### src/rtl/jt12_amp_pkg.sv
// Shared types and width helpers for the jt12 output amplifier.
package jt12_amp_pkg;

    typedef enum logic [1:0] {
        IDLE = 2'd0,
        MUL  = 2'd1,
        DONE = 2'd2
    } state_t;

    // Full signed product width: sample times zero-extended gain
    function automatic int unsigned prod_w(input int unsigned wi, input int unsigned gw);
        return wi + gw + 1;
    endfunction

    function automatic int unsigned cnt_w(input int unsigned ch);
        return (ch > 1) ? $clog2(ch) : 1;
    endfunction

    // Saturation limits of a WO-bit signed value, as 64-bit patterns
    function automatic longint sat_hi(input int unsigned wo);
        return (64'sd1 <<< (wo - 1)) - 64'sd1;
    endfunction

    function automatic longint sat_lo(input int unsigned wo);
        return -(64'sd1 <<< (wo - 1));
    endfunction

endpackage

### src/rtl/jt12_sat.sv
// Combinational signed saturator from WIN to WOUT bits with overflow flag.
module jt12_sat
    import jt12_amp_pkg::*;
#(
    parameter int unsigned WIN  = 23,
    parameter int unsigned WOUT = 16
) (
    input  logic signed [WIN-1:0]  din,
    output logic signed [WOUT-1:0] dout,
    output logic                   ovf
);

    localparam logic [WOUT-1:0] LIM_HI = WOUT'(sat_hi(WOUT));
    localparam logic [WOUT-1:0] LIM_LO = WOUT'(sat_lo(WOUT));

    generate
        if (WIN > WOUT) begin : g_narrow
            // In range only when the dropped bits all copy the result sign
            logic [WIN-WOUT:0] top;
            assign top = din[WIN-1:WOUT-1];
            always_comb begin
                ovf  = !((&top) || !(|top));
                dout = din[WOUT-1:0];
                if (ovf) begin
                    dout = din[WIN-1] ? LIM_LO : LIM_HI;
                end
            end
        end else begin : g_wide
            assign dout = WOUT'(din);
            assign ovf  = 1'b0;
        end
    endgenerate

endmodule

### src/rtl/jt12_amp_ramp.sv
// Multichannel gain stage: shared multiplier, saturation, per-frame gain ramp.
module jt12_amp_ramp
    import jt12_amp_pkg::*;
#(
    parameter int unsigned WI   = 14,
    parameter int unsigned WO   = 16,
    parameter int unsigned CH   = 2,
    parameter int unsigned GW   = 8,
    parameter int unsigned FRAC = 4,
    parameter int unsigned STEP = 1,
    parameter int unsigned GRST = 16
) (
    input  logic             clk,
    input  logic             rst_n,
    input  logic             sample,
    input  logic [CH*WI-1:0] pre,
    input  logic             gain_ld,
    input  logic [GW-1:0]    gain_tgt,
    input  logic             clip_clr,
    output logic [CH*WO-1:0] post,
    output logic             post_valid,
    output logic             ramping,
    output logic [GW-1:0]    gain_cur,
    output logic [CH-1:0]    clip,
    output logic             overrun
);

    localparam int unsigned PW = prod_w(WI, GW);
    localparam int unsigned KW = cnt_w(CH);
    localparam logic [KW-1:0] K_LAST = KW'(CH - 1);

    state_t              state;
    logic [CH*WI-1:0]    pre_q;
    logic [GW-1:0]       gain_frm;
    logic [GW-1:0]       target;
    logic [KW-1:0]       k;
    logic [CH*WO-1:0]    stage;

    logic signed [WI-1:0] pre_k;
    logic signed [PW-1:0] op_a;
    logic signed [PW-1:0] op_b;
    logic signed [PW-1:0] prod;
    logic signed [PW-1:0] shifted;
    logic signed [WO-1:0] sat_val;
    logic                 sat_ovf;
    logic [CH*WO-1:0]     stage_nxt;
    logic [GW-1:0]        gain_nxt;

    // Shared multiplier path for the channel selected by k
    always_comb begin
        pre_k   = pre_q[k*WI +: WI];
        op_a    = PW'(pre_k);
        op_b    = PW'($signed({1'b0, gain_frm}));
        prod    = op_a * op_b;
        shifted = prod >>> FRAC;
    end

    jt12_sat #(.WIN(PW), .WOUT(WO)) u_sat (
        .din  (shifted),
        .dout (sat_val),
        .ovf  (sat_ovf)
    );

    // Staging with the current channel merged, and the ramp step toward target
    always_comb begin
        stage_nxt              = stage;
        stage_nxt[k*WO +: WO]  = sat_val;
        gain_nxt               = gain_cur;
        if (gain_cur < target) begin
            gain_nxt = ((target - gain_cur) > GW'(STEP)) ? gain_cur + GW'(STEP) : target;
        end else if (gain_cur > target) begin
            gain_nxt = ((gain_cur - target) > GW'(STEP)) ? gain_cur - GW'(STEP) : target;
        end
    end

    always_ff @(posedge clk) begin
        if (!rst_n) begin
            state      <= IDLE;
            pre_q      <= '0;
            gain_frm   <= GW'(GRST);
            target     <= GW'(GRST);
            gain_cur   <= GW'(GRST);
            k          <= '0;
            stage      <= '0;
            post       <= '0;
            post_valid <= 1'b0;
            ramping    <= 1'b0;
            clip       <= '0;
            overrun    <= 1'b0;
        end else begin
            post_valid <= 1'b0;
            if (gain_ld) begin
                target <= gain_tgt;
            end
            // Clear first so a same-cycle set below takes priority
            if (clip_clr) begin
                clip    <= '0;
                overrun <= 1'b0;
            end
            if (sample && state != IDLE) begin
                overrun <= 1'b1;
            end
            case (state)
                IDLE: begin
                    if (sample) begin
                        pre_q    <= pre;
                        gain_frm <= gain_cur;
                        k        <= '0;
                        state    <= MUL;
                    end
                end
                MUL: begin
                    stage <= stage_nxt;
                    if (sat_ovf) begin
                        clip[k] <= 1'b1;
                    end
                    if (k == K_LAST) begin
                        post       <= stage_nxt;
                        post_valid <= 1'b1;
                        state      <= DONE;
                    end else begin
                        k <= k + KW'(1);
                    end
                end
                DONE: begin
                    gain_cur <= gain_nxt;
                    ramping  <= (gain_nxt != target);
                    state    <= IDLE;
                end
                default: state <= IDLE;
            endcase
        end
    end

endmodule
### config.mk
export PLATFORM = sky130hd
export DESIGN_NAME = jt12_amp_ramp
export DESIGN_NICKNAME = d
export VERILOG_FILES = /design/src/rtl/jt12_amp_pkg.sv /design/src/rtl/jt12_sat.sv /design/src/rtl/jt12_amp_ramp.sv
export SDC_FILE = /design/constraint.sdc
export NUM_CORES = 1
export LEC_CHECK = 0
export ABC_AREA = 0
export BUFFER_PORTS_ARGS = -buffer_cell sky130_fd_sc_hd__buf_2
export CAP_MARGIN = 20
export CORE_MARGIN = 10
export CORE_UTILIZATION = 61
export DETAILED_ROUTE_END_ITERATION = 8
export PLACE_DENSITY = 0.91
export SETUP_SLACK_MARGIN = 0.3
export SLEW_MARGIN = 20
export SYNTH_ARGS = -nofsm -noshare
export SYNTH_HDL_FRONTEND = slang
export SYNTH_SLANG_ARGS = --single-unit
### constraint.sdc
create_clock -name clk -period 7.6 [get_ports clk]
set_clock_uncertainty 0.05 [all_clocks]
set_input_delay 0.76 -clock clk [delete_from_list [all_inputs] [get_ports clk]]
set_output_delay 0.76 -clock clk [all_outputs]
set_load 0.03 [all_outputs]
# Yosys cells after proc, flatten, opt, wreduce, memory -nomap -nowiden
# Cells that the tools add are included.
# W data, S select, Z words.
# op_classes
add_sub_neg	6
n_mul	2
n_lt_le_gt_ge	6
eq_ne	5
shift	3
muxes	22
bitwise	1
reduce_logical	15
# ops
op	n
$neg A5 Y34	1
$shift A16 B34 Y32 const A	1
$shiftx A16 B34 Y32	1
$bwmux W32	1
$mux W16	2
$mux W8	4
$shiftx A28 B6 Y14	1
$mul A14 B9 Y23	1
$gt A8 B1 Y1 const B	2
$sub A8 B8 Y8	2
$mux W2	6
$reduce_and A2 Y1	5
$add A8 B1 Y8 const B	1
$gt A8 B8 Y1	1
$lt A8 B8 Y1	1
$ne A8 B8 Y1	1
$sub A8 B1 Y8 const B	1
$mux W1	6
$reduce_bool A2 Y1	3
$mul A1 B3 Y4 const B	1
$ne A2 B2 Y1 const B	2
$pmux W2 S2	1
$reduce_and A4 Y1	1
$reduce_or A4 Y1	1
other kinds (12)	13
# word_totals
regBits	124
inputBits	41
output_inout_bits	45
word_cells	72

# Logic depth before layout (Yosys ltp)
# Gate-level depths: netlist (run 1).
# logic_depth
word_depth	9
mapped_depth	25
mapped_depth_nobuf	22

# Hierarchy
# Synthesis (run 1) repeated with hierarchy kept, for this count alone.
# unflattened
hier_cells	1230
hier_area_um2	10183.5
# modules_own_cells
module	n_inst	cells_each	area_each_um2
jt12_amp_ramp	1	1204	9938.3
jt12_sat	1	26	245.2

# Worst setup path after synthesis (run 1)
# OpenSTA, ideal clock, no wires.
# synth_path
path_kind	flip-flop to flip-flop
start	register k
end	register stage[10]
setup_time_ps	136
arrival_time_ps	6391
required_ps	7414
path_slack_ps	1023
stages_incl_launch_ff	24
n_path_buf	3
synth_period_minus_slack_ps	6577
path_cell_list	dfxtp_1 > clkbuf_1 > clkbuf_1 > mux2_2 > and2_1 > fa_1 > inv_1 > fa_1 > inv_1 > fa_1 > inv_1 > fa_1 > inv_1 > ha_1 > a21o_1 > a21oi_1 > a2bb2oi_1 > a21oi_1 > or3b_1 > or3_1 > and2_1 > clkbuf_1 > nor2_1 > a21oi_1
# synth_between
elab_chain_len	9
word_cells_on_any_way	13
cone_classes	add/sub: 1; mul: 2; shift: 3; mux: 3; reduce/logical: 4
# synth_rtl
item	line	text
from (decl)	jt12_amp_ramp.sv:36	logic [KW-1:0] k;
from (signal assigned)	jt12_amp_ramp.sv:122	k <= k + KW'(1);
$mul A1 B3 Y4	jt12_amp_ramp.sv:51	pre_k = pre_q[k*WI +: WI];
$shiftx A28 B6 Y14	jt12_amp_ramp.sv:51	
$mul A14 B9 Y23	jt12_amp_ramp.sv:54	prod = op_a * op_b;
$reduce_or A4 Y1	jt12_sat.sv:22	ovf = !((&top) || !(|top));
$logic_not A1 Y1	jt12_sat.sv:22	
$logic_or A1 B1 Y1	jt12_sat.sv:22	
$mux W16	jt12_sat.sv:24	if (ovf) begin
$shiftx A16 B34 Y32	jt12_amp_ramp.sv:67	stage_nxt[k*WO +: WO] = sat_val;
$bwmux W32 *	jt12_amp_ramp.sv:67	
to (signal assigned)	jt12_amp_ramp.sv:113	stage <= stage_nxt;
to (decl)	jt12_amp_ramp.sv:37	logic [CH*WO-1:0] stage;
# Every way passes the cells marked *; elsewhere a longest branch is shown, timed or not.
# A chain may end at the register's enable or synchronous reset.

# Final worst setup path (run 1)
# layout_path
start	register k
end	register post[26]
# layout_between
elab_chain_len	9
word_cells_on_any_way	14
cone_classes	add/sub: 1; mul: 2; shift: 3; mux: 3; reduce/logical: 5
# layout_rtl
item	line	text
$mul A1 B3 Y4	jt12_amp_ramp.sv:51	
$shiftx A28 B6 Y14	jt12_amp_ramp.sv:51	
$mul A14 B9 Y23	jt12_amp_ramp.sv:54	
$reduce_or A4 Y1	jt12_sat.sv:22	
$logic_not A1 Y1	jt12_sat.sv:22	
$logic_or A1 B1 Y1	jt12_sat.sv:22	
$mux W16	jt12_sat.sv:24	
$shiftx A16 B34 Y32	jt12_amp_ramp.sv:67	
$bwmux W32	jt12_amp_ramp.sv:67	
to (signal assigned)	jt12_amp_ramp.sv:118	post <= stage_nxt;
to (decl)	jt12_amp_ramp.sv:20	output logic [CH*WO-1:0] post,
# Several ways; a longest one is shown, not always the timed one.

==> results.py, run 1 <==
metrics = {
    "run_status": {
        "status": "completed",
    },
    "worst_setup_path": {
        "critPathMaxFanout": 15,
        "critPathLaunchType": "flip-flop",
        "regToRegEndpoint": "post[26]$_SDFFE_PN0P_",
        "regToRegSetupSlack_ns": 0.99,
        "r2r_cells": 21,
        "end_kind": "flip-flop",
        "cp_data_required_time_ns": 7.85,
        "criticalPathCategory": "flip-flop to flip-flop",
        "cp.arrival_ns": 6.85,
        "reg2reg_from": "k$_SDFFE_PN0P_",
    },
    "cells_and_area": {
        "drive_above_1_share_pct": 10.8,
        "area_delta_synth_final_pct": 8.54,
        "fin_cells": 1459,
        "nNetsFinal": 1436,
        "antenna_cells": 0,
    },
    "min_path": {
        "holdPathEnd": "post[6]$_SDFFE_PN0P_",
        "hold_class": "flip-flop to flip-flop",
        "holdPathStages": 2,
        "min_from": "post[6]$_SDFFE_PN0P_",
    },
    "clock_tree": {
        "cts.path.max_buffers": 2,
        "h-tree-depth": 3,
        "cts_buffers": 9,
        "clkTransAtPathRegs_ns": 0.08,
        "clockRootBuffer": "clkbuf_16",
        "clock_sinks": 108,
        "postCtsSetupRepairBufs": 0,
        "cts_tree": "built",
        "clock_latency_ns": 0.37,
    },
    "die": {
        "dieArea_mm2": 0.0211,
        "core_mm2": 0.0153,
        "fp.dieW_um": 145,
        "pin_count": 86,
        "rows": 45,
        "die_h_um": 145,
        "start_util_pct": 62.6,
    },
    "power_and_ir_drop": {
        "p_int_uw": 956,
        "p_clk_share_pct": 34.0,
        "swShare_pct": 33.8,
        "p_per_area_mw_per_mm2": 139,
        "power_frac_seq_pct": 42.9,
        "combPwrFrac_pct": 23.2,
        "power.switching_uw": 489,
        "ir_drop_mv": 0.158,
        "leakagePower_nw": 4.94,
        "p_total_mw": 1.44,
    },
    "sta": {
        "fin_setup_tns_ns": 0,
        "fin_crit_sh_pct": 86.9,
        "period_minus_slack_ns": 6.61,
        "fmax_mhz": 151,
        "worst_pin_slew_ns": 1.08,
        "rsz0062_at_grt": "no",
        "maxSlewHeadroom_pct": 28.0,
        "setup_viol_count_final": 0,
        "postLayoutSetupSlackWorst_ns": 0.994,
        "report.final.hold_viol_count": 0,
        "drv_slew": 0,
    },
    "synth": {
        "synthCells": 1198,
        "synth_area_mm2": 0.00958,
        "synthArstFlopShare_pct": 0,
        "yosys_warnings": 0,
        "synth_top_flop_cell": "dfxtp_1",
        "synth.avg_cell_area_um2": 8.00,
        "seq_area_frac_synth_pct": 22.6,
        "synth_seq_cells": 108,
        "synthesis.nets": 1391,
        "synth_edf_count": 0,
        "synth_cell_type_count": 66,
    },
    "placement": {
        "post-place-ws_ns": 0.815,
        "gp_congestion": 0.919,
        "place_inst": 1443,
        "dp_hpwl_mm": 18.6,
        "port_buffers": 85,
    },
    "global_route": {
        "grt_pass1_wl_mm": 40.6,
        "met2_usage_pct": 37.0,
        "grt_max_degree": 59,
        "grt_usage_pct": 22.4,
        "use_met1_pct": 29.4,
        "use_met3_pct": 4.19,
        "antenna_found_initial": 0,
        "grt_pass1_vias": 8342,
        "grt-busiest-layer": "met2",
        "grt_overflow": 0,
    },
    "route": {
        "drt-total-wl_mm": 23.6,
        "dr.pass1.iters": 5,
        "drt_iter0_markers": 763,
        "via_per_inst": 5.73,
        "antenna_left": 0,
        "vias": 8365,
        "wl_per_cell_um": 16.1,
        "drcViolationCount": 0,
    },
    "run": {
        "max-cap-violations": 0,
    },
}
==> flip-flops by register name, indices dropped and copies added (netlist names), 2 cells and up <==
| register | flops |
|---|---|
| state | 2 |
| clip | 2 |
| gain_cur | 8 |
| stage | 16 |
| target | 8 |
| post | 32 |
| pre_q | 28 |
| gain_frm | 8 |
==> synth_stat cells (20+ instances only) <==
master | n | area [um^2]
dfxtp_1 | 108 | 2160
fa_1 | 92 | 1840
and2_1 | 41 | 257
inv_1 | 165 | 619
o21ai_0 | 25 | 125
nand2_1 | 198 | 743
clkbuf_1 | 47 | 176
a21oi_1 | 108 | 541
nand3_1 | 20 | 100
nor2_1 | 63 | 236
ha_1 | 60 | 751
nor2b_1 | 26 | 163
==> how the worst max path moves through the flow <==
stage | startpoint | to | cells past startpoint
after detailed placement | k$_SDFFE_PN0P_ | stage[7]$_SDFFE_PN0P_ | 20
after global routing | k$_SDFFE_PN0P_ | post[29]$_SDFFE_PN0P_ | 22
final | k$_SDFFE_PN0P_ | post[26]$_SDFFE_PN0P_ | 21
after floorplan | k$_SDFFE_PN0P_ | stage[10]$_SDFFE_PN0P_ | 23
after CTS | k$_SDFFE_PN0P_ | stage[4]$_SDFFE_PN0P_ | 20
after global placement | k$_SDFFE_PN0P_ | post[20]$_SDFFE_PN0P_ | 21
==> placed cells by master, fill, tap and decap left out, types with 20 or more instances in the layout <==
cell type,instances
ha_1,60
o21ai_0,25
fa_1,92
buf_2,85
nand2_1,198
nor2_1,62
dfxtp_1,107
a21oi_1,108
nor2b_1,26
nand3_1,20
and2_1,41
inv_1,165
==> area by class of cell <==
type,count,area (um^2)
Multi-Input combinational cell,867,6570
Fill cell,1279,4920
Sequential cell,108,2160
Inverter,168,631
Timing Repair Buffer,89,455
Tap cell,211,264
Clock buffer,9,225
Clock inverter,7,88.8
==> stage by stage <==
step / hold WS [ns] / utilization [%] / instance area (um^2)
2_1_floorplan: 0.379 / - / 9580
3_3_place_gp: 0.389 / 65.8 / 10100
3_5_place_dp: 0.393 / 65.8 / 10100
4_1_cts: 0.405 / 67.9 / 10400
5_1_grt: 0.425 / 67.9 / 10400
6_report: 0.403 / 67.9 / 10400
==> critical path, cell delays in order, from the launching register on <==
cell and delay, ns:
dfxtp_2 0.59, mux2_2 0.45, and2_1 0.23, fa_1 0.57, inv_1 0.12, fa_1 0.54
inv_1 0.05, fa_1 0.53, inv_1 0.06, fa_1 0.53, inv_1 0.04, ha_1 0.35
or2_1 0.26, a21o_1 0.19, a21o_1 0.17, a21oi_1 0.15, a21oi_1 0.07, xnor2_1 0.57
a31oi_1 0.28, nor2_1 0.41, o21ai_1 0.15, a21oi_1 0.16
==> routing by layer <==
metal	wire, um	part of all wire [%]	vias up
met5	0	0	-
met4	440	1.9	0
met3	1530	6.5	36
met2	11100	47	302
met1	10400	44	4031
li1	-	-	3996
==> power by group through the flow <==
stage	registers, mW	clock network [mW]	logic [mW]
detailed placement	0.632	0	0.329
finish	0.620	0.491	0.334
global route	0.623	0.518	0.373
floorplan	0.630	0	0.248
global placement	0.631	0	0.320
CTS	0.619	0.497	0.331
==> cell families (layout without fill, tap and decap cells) <==
| family | after synthesis | after routing | share of synthesized area [%] |
|---|---|---|---|
| AO/OA/AOI/OAI | 248 | 248 | 16.1 |
| AND/OR/NAND/NOR | 411 | 411 | 19.8 |
| buffers and inverters | 223 | 273 | 8.87 |
| adder cells (fa/ha/maj) | 152 | 152 | 27.1 |
| flip-flops | 108 | 108 | 22.6 |
| multiplexers | 26 | 26 | 2.89 |
| XOR/XNOR | 30 | 30 | 2.74 |
==> timing repair <==
action | in CTS | in global routing
endpoints found under the setup margin | 0 | 3
resized for setup | 0 | 1
hold endpoints to repair | 0 | 0
hold buffers | 0 | 0
No activity file was read; power rests on OpenSTA's default activity.
==> run 2: changes to the inputs <==
--- a/config.mk
+++ b/config.mk
@@ -6,12 +6,12 @@
 export NUM_CORES = 1
 export LEC_CHECK = 0
 export ABC_AREA = 0
-export BUFFER_PORTS_ARGS = -buffer_cell sky130_fd_sc_hd__buf_2
 export CAP_MARGIN = 20
 export CORE_MARGIN = 10
-export CORE_UTILIZATION = 61
+export CORE_UTILIZATION = 63
 export DETAILED_ROUTE_END_ITERATION = 8
-export PLACE_DENSITY = 0.91
+export DONT_BUFFER_PORTS = 1
+export PLACE_DENSITY = 0.89
 export SETUP_SLACK_MARGIN = 0.3
 export SLEW_MARGIN = 20
 export SYNTH_ARGS = -nofsm -noshare
==> results.py, run 2 (synthesis gave the netlist of run 1 again) <==
metrics = {
    "run_status": {
        "status": "completed",
    },
    "die": {
        "pin_count": 86,
        "core_mm2": 0.0150,
        "dieArea_mm2": 0.0205,
        "start_util_pct": 63.7,
        "fp.dieW_um": 143,
        "rows": 45,
        "die_h_um": 143,
    },
    "clock_tree": {
        "ctsHoldBuffers": 0,
        "cts_buffers": 9,
        "clock_latency_ns": 0.37,
        "h-tree-depth": 3,
        "clock_sinks": 108,
        "clockRootBuffer": "clkbuf_16",
        "cts_tree": "built",
        "clkTransAtPathRegs_ns": 0.08,
        "postCtsSetupRepairBufs": 0,
        "cts.repair.resized": 0,
        "cts.path.max_buffers": 2,
    },
    "cells_and_area": {
        "nNetsFinal": 1351,
        "drive_above_1_share_pct": 4.13,
        "antenna_cells": 0,
        "largest_reg_flops": 32,
        "final_common_cell": "nand2_1",
        "reg_top3": "post: 32 flops, pre_q: 28 flops, stage: 16 flops",
        "registers.top_by_ff_count": "post",
        "final_cell_mix": "nand2_1 (198), inv_1 (165), a21oi_1 (108), dfxtp_1 (108), fa_1 (92)",
        "area_delta_synth_final_pct": 3.96,
    },
    "global_route": {
        "grt_pass1_wl_mm": 38.6,
        "grt_overflow": 0,
        "antenna_found_initial": 0,
        "grt_pass1_vias": 7884,
        "grt_max_degree": 63,
        "grt_usage_pct": 22.9,
    },
    "run": {
        "max-cap-violations": 0,
    },
    "route": {
        "drcViolationCount": 0,
        "via_per_inst": 5.97,
        "dr.pass1.iters": 5,
        "vias": 8061,
        "drt-total-wl_mm": 23.2,
        "drt_iter0_markers": 732,
        "antenna_left": 0,
        "wl_per_cell_um": 17.2,
    },
    "worst_setup_path": {
        "cp_data_required_time_ns": 7.86,
        "critPathMaxFanout": 13,
        "cp.arrival_ns": 6.95,
        "criticalPathCategory": "flip-flop to flip-flop",
        "end_kind": "flip-flop",
        "critPathLaunchType": "flip-flop",
    },
    "sta": {
        "rsz0062_at_grt": "no",
        "drv_slew": 0,
        "worst_pin_slew_ns": 1.11,
        "fin_crit_sh_pct": 88.1,
        "fin_setup_tns_ns": 0,
        "report.final.hold_viol_count": 0,
        "fmax_mhz": 149,
        "setup_viol_count_final": 0,
        "maxSlewHeadroom_pct": 25.9,
        "period_minus_slack_ns": 6.70,
    },
    "power_and_ir_drop": {
        "power.switching_uw": 451,
        "p_total_mw": 1.45,
        "p_per_area_mw_per_mm2": 146,
        "power_frac_seq_pct": 43.4,
        "combPwrFrac_pct": 21.0,
        "ir_drop_mv": 0.122,
        "p_clk_share_pct": 35.6,
        "p_int_mw": 1.00,
        "swShare_pct": 31.1,
        "leakagePower_nw": 4.54,
    },
    "placement": {
        "dp_hpwl_mm": 18.2,
        "gp_congestion": 0.928,
        "port_buffers": 0,
    },
    "min_path": {
        "hold_class": "flip-flop to flip-flop",
    },
}
[run 2: metrics by stage]
step                      instances  area (um^2)  util [%]  worst slack [ns]  hold WS, ns
after floorplan                1198         9580         -              1.02        0.379
after global placement         1335         9630      64.1              1.26        0.389
after detailed placement       1335         9630      64.1              1.05        0.393
after CTS                      1350         9960      66.3              1.03        0.405
after global routing           1350         9960      66.3             0.541        0.422
final                          1350         9960      66.3             0.905        0.404
[run 2: path summary, 6_finish.rpt]
check / from / slack [ns] / to / depth (start not counted)
worst max register to register: k$_SDFFE_PN0P_ / 0.90 / stage[9]$_SDFFE_PN0P_ / 18
worst min register to register: stage[10]$_SDFFE_PN0P_ / 0.40 / post[10]$_SDFFE_PN0P_ / 2
worst min-delay path: stage[10]$_SDFFE_PN0P_ / 0.40 / post[10]$_SDFFE_PN0P_ / 2
worst max-delay path: k$_SDFFE_PN0P_ / 0.90 / stage[9]$_SDFFE_PN0P_ / 18
[run 2: layout make-up]
class / instances / area [um^2]
multi-input combinational: 867 / 6570
fill: 1217 / 5070
sequential: 108 / 2160
inverter: 168 / 631
tap: 188 / 235
clock buffer: 9 / 225
clock inverter: 6 / 105
timing repair buffer: 4 / 30.0
[run 2: worst max-delay path, cell delays in order, from the launching register on]
cell	delay (ns)
dfxtp_1	0.48
buf_4	0.29
mux2i_1	0.63
nor2b_1	0.15
fa_1	0.47
fa_1	0.56
inv_1	0.05
fa_1	0.46
fa_1	0.54
inv_1	0.05
ha_1	0.33
a21oi_1	0.27
o21ai_1	0.16
a31oi_1	0.33
a21oi_1	0.13
xnor2_1	0.56
a31oi_1	0.28
nor4_1	0.52
o221a_2	0.29
[run 2: layer usage]
layer | up-vias | GRT usage, % | wire [um]
li1 | 3825 | - | -
met2 | 323 | 38.5 | 11200
met5 | - | 0 | 0
met4 | 0 | 7.47 | 458
met1 | 3870 | 28.7 | 9590
met3 | 43 | 5.15 | 1950
[run 2: power groups by stage]
stage | clock network, mW | logic [mW] | registers, mW
global placement | 0 | 0.292 | 0.642
detailed placement | 0 | 0.299 | 0.643
floorplan | 0 | 0.248 | 0.630
finish | 0.517 | 0.304 | 0.630
CTS | 0.525 | 0.301 | 0.630
global route | 0.549 | 0.341 | 0.634
==> run 3: changes to the inputs <==
--- a/config.mk
+++ b/config.mk
@@ -6,12 +6,13 @@
 export NUM_CORES = 1
 export LEC_CHECK = 0
 export ABC_AREA = 0
+export BUFFER_PORTS_ARGS = -buffer_cell sky130_fd_sc_hd__buf_2
 export CAP_MARGIN = 20
 export CORE_MARGIN = 10
-export CORE_UTILIZATION = 63
+export CORE_UTILIZATION = 61
 export DETAILED_ROUTE_END_ITERATION = 8
-export DONT_BUFFER_PORTS = 1
-export PLACE_DENSITY = 0.89
+export PLACE_DENSITY = 0.91
+export REMOVE_ABC_BUFFERS = 1
 export SETUP_SLACK_MARGIN = 0.3
 export SLEW_MARGIN = 20
 export SYNTH_ARGS = -nofsm -noshare
==> results.py, run 3 (synthesis gave the netlist of run 1 again) <==
metrics = {
    "placement": {
        "dp_hpwl_mm": 18.8,
        "gp_congestion": 0.998,
        "port_buffers": 85,
    },
    "worst_setup_path": {
        "path_buf_inv": 4,
        "regToRegEndpoint": "stage[8]$_SDFFE_PN0P_",
        "end_kind": "flip-flop",
        "regToRegSetupSlack_ns": 0.76,
        "path_cells": "mux2_2 -> and2_1 -> fa_1 -> inv_1 -> fa_1 -> inv_1 -> fa_1 -> inv_1 -> fa_1 -> inv_1 -> ha_1 -> a21o_1 -> a21oi_1 -> a2bb2oi_1 -> a21oi_1 -> or3b_1 -> or3_1 -> and2_1 -> nor2_1 -> a21oi_1",
        "critPathLaunchType": "flip-flop",
        "criticalPathCategory": "flip-flop to flip-flop",
        "reg2reg_from": "k$_SDFFE_PN0P_",
        "crit_family": "adder cells",
        "critPathMaxFanout": 11,
        "r2r_cells": 20,
        "cp_slowest_cell": "dfxtp_1",
        "cpPeakStageDelay_ns": 0.67,
        "cp_data_required_time_ns": 7.77,
        "cp.arrival_ns": 7.01,
    },
    "run": {
        "max-cap-violations": 0,
    },
    "clock_tree": {
        "h-tree-depth": 3,
        "postCtsSetupRepairBufs": 0,
        "cts.path.max_buffers": 2,
        "clock_sinks": 108,
        "cts_buffers": 9,
        "clock_latency_ns": 0.36,
        "clockRootBuffer": "clkbuf_16",
        "cts.repair.resized": 0,
        "ctsHoldBuffers": 0,
        "clkTransAtPathRegs_ns": 0.08,
        "cts_tree": "built",
    },
    "die": {
        "fp.dieW_um": 145,
        "dieArea_mm2": 0.0211,
        "rows": 45,
        "pin_count": 86,
        "core_mm2": 0.0153,
        "start_util_pct": 62.6,
        "die_h_um": 145,
    },
    "min_path": {
        "hold_class": "flip-flop to flip-flop",
        "min_from": "post[7]$_SDFFE_PN0P_",
        "holdPathEnd": "post[7]$_SDFFE_PN0P_",
        "holdPathStages": 2,
    },
    "sta": {
        "report.final.hold_viol_count": 0,
        "rsz0062_at_grt": "no",
        "fin_setup_tns_ns": 0,
        "setup_viol_count_final": 0,
        "fin_crit_sh_pct": 90.0,
        "fmax_mhz": 146,
        "worst_pin_slew_ns": 0.961,
        "drv_slew": 0,
        "period_minus_slack_ns": 6.84,
        "maxSlewHeadroom_pct": 35.9,
    },
    "cells_and_area": {
        "area_delta_synth_final_pct": 8.75,
        "registers.top_by_ff_count": "post",
        "antenna_cells": 0,
        "nNetsFinal": 1439,
        "largest_reg_flops": 32,
        "final_cell_mix": "nand2_1 (198), inv_1 (165), a21oi_1 (108), dfxtp_1 (108), fa_1 (92)",
        "reg_top3": "post: 32 flops, pre_q: 28 flops, stage: 16 flops",
        "final_common_cell": "nand2_1",
        "drive_above_1_share_pct": 10.9,
    },
    "power_and_ir_drop": {
        "power_frac_seq_pct": 42.6,
        "p_clk_share_pct": 33.6,
        "p_per_area_mw_per_mm2": 140,
        "combPwrFrac_pct": 23.8,
        "swShare_pct": 32.4,
        "p_total_mw": 1.45,
        "power.switching_uw": 471,
        "leakagePower_nw": 4.95,
        "p_int_uw": 983,
        "ir_drop_mv": 0.173,
    },
    "global_route": {
        "grt_pass1_vias": 8477,
        "grt_usage_pct": 23.2,
        "grt_max_degree": 51,
        "grt_pass1_wl_mm": 41.5,
        "grt_overflow": 0,
        "antenna_found_initial": 0,
    },
    "route": {
        "wl_per_cell_um": 16.8,
        "drt-total-wl_mm": 24.6,
        "dr.pass1.iters": 6,
        "drcViolationCount": 0,
        "drt_iter0_markers": 903,
        "vias": 8410,
        "antenna_left": 0,
        "via_per_inst": 5.75,
    },
    "run_status": {
        "status": "completed",
    },
}
## run 3: area by class of cell
class	count	area (um^2)
Timing Repair Buffer	92	478
Clock inverter	6	83.8
Fill cell	1235	4900
Multi-Input combinational cell	867	6570
Sequential cell	108	2160
Clock buffer	10	229
Tap cell	211	264
Inverter	168	631
## run 3: tightest hold or removal path, delay by kind of cell, from the launching register on
family | cells | cell delay, ns
AND/OR/NAND/NOR | 1 | 0.05
AO/OA/AOI/OAI | 1 | 0.05
flip-flops | 1 | 0.31
## run 3: stage by stage
stage | utilization [%] | instances | cell area (um^2) | hold WS (ns) | setup slack, ns
after floorplan | - | 1143 | 9360 | 0.379 | 1.38
after global placement | 66.0 | 1446 | 10100 | 0.388 | 1.20
after detailed placement | 66.0 | 1446 | 10100 | 0.393 | 0.911
after CTS | 68.0 | 1462 | 10400 | 0.403 | 0.809
after global routing | 68.0 | 1462 | 10400 | 0.416 | 0.467
final | 68.0 | 1462 | 10400 | 0.403 | 0.759
## run 3: worst max-delay path by stage
stage	startpoint	endpoint	slack, ns	depth (start not counted)
after floorplan	k$_SDFFE_PN0P_	stage[10]$_SDFFE_PN0P_	1.38	20
after global placement	k$_SDFFE_PN0P_	stage[8]$_SDFFE_PN0P_	1.20	20
after detailed placement	k$_SDFFE_PN0P_	stage[13]$_SDFFE_PN0P_	0.91	20
after CTS	k$_SDFFE_PN0P_	stage[8]$_SDFFE_PN0P_	0.81	20
after global routing	k$_SDFFE_PN0P_	stage[13]$_SDFFE_PN0P_	0.47	21
final	k$_SDFFE_PN0P_	stage[8]$_SDFFE_PN0P_	0.76	20
## run 3: metal layers
layer | share of wire (%) | wire length [um] | vias to the layer above | GRT usage [%]
met3 | 9.3 | 2290 | 52 | 5.62
met4 | 2.1 | 509 | 0 | 7.03
met5 | 0 | 0 | - | 0
met1 | 43 | 10700 | 3947 | 30.8
li1 | - | - | 4005 | -
met2 | 45 | 11100 | 406 | 36.5
## run 3: power by group through the flow
| stage | clock [mW] | combinational, mW | sequential, mW |
|---|---|---|---|
| 3_3_place_gp | 0 | 0.327 | 0.631 |
| 6_report | 0.489 | 0.346 | 0.619 |
| 5_1_grt | 0.520 | 0.383 | 0.623 |
| 2_1_floorplan | 0 | 0.234 | 0.634 |
| 3_5_place_dp | 0 | 0.336 | 0.631 |
| 4_1_cts | 0.496 | 0.340 | 0.618 |
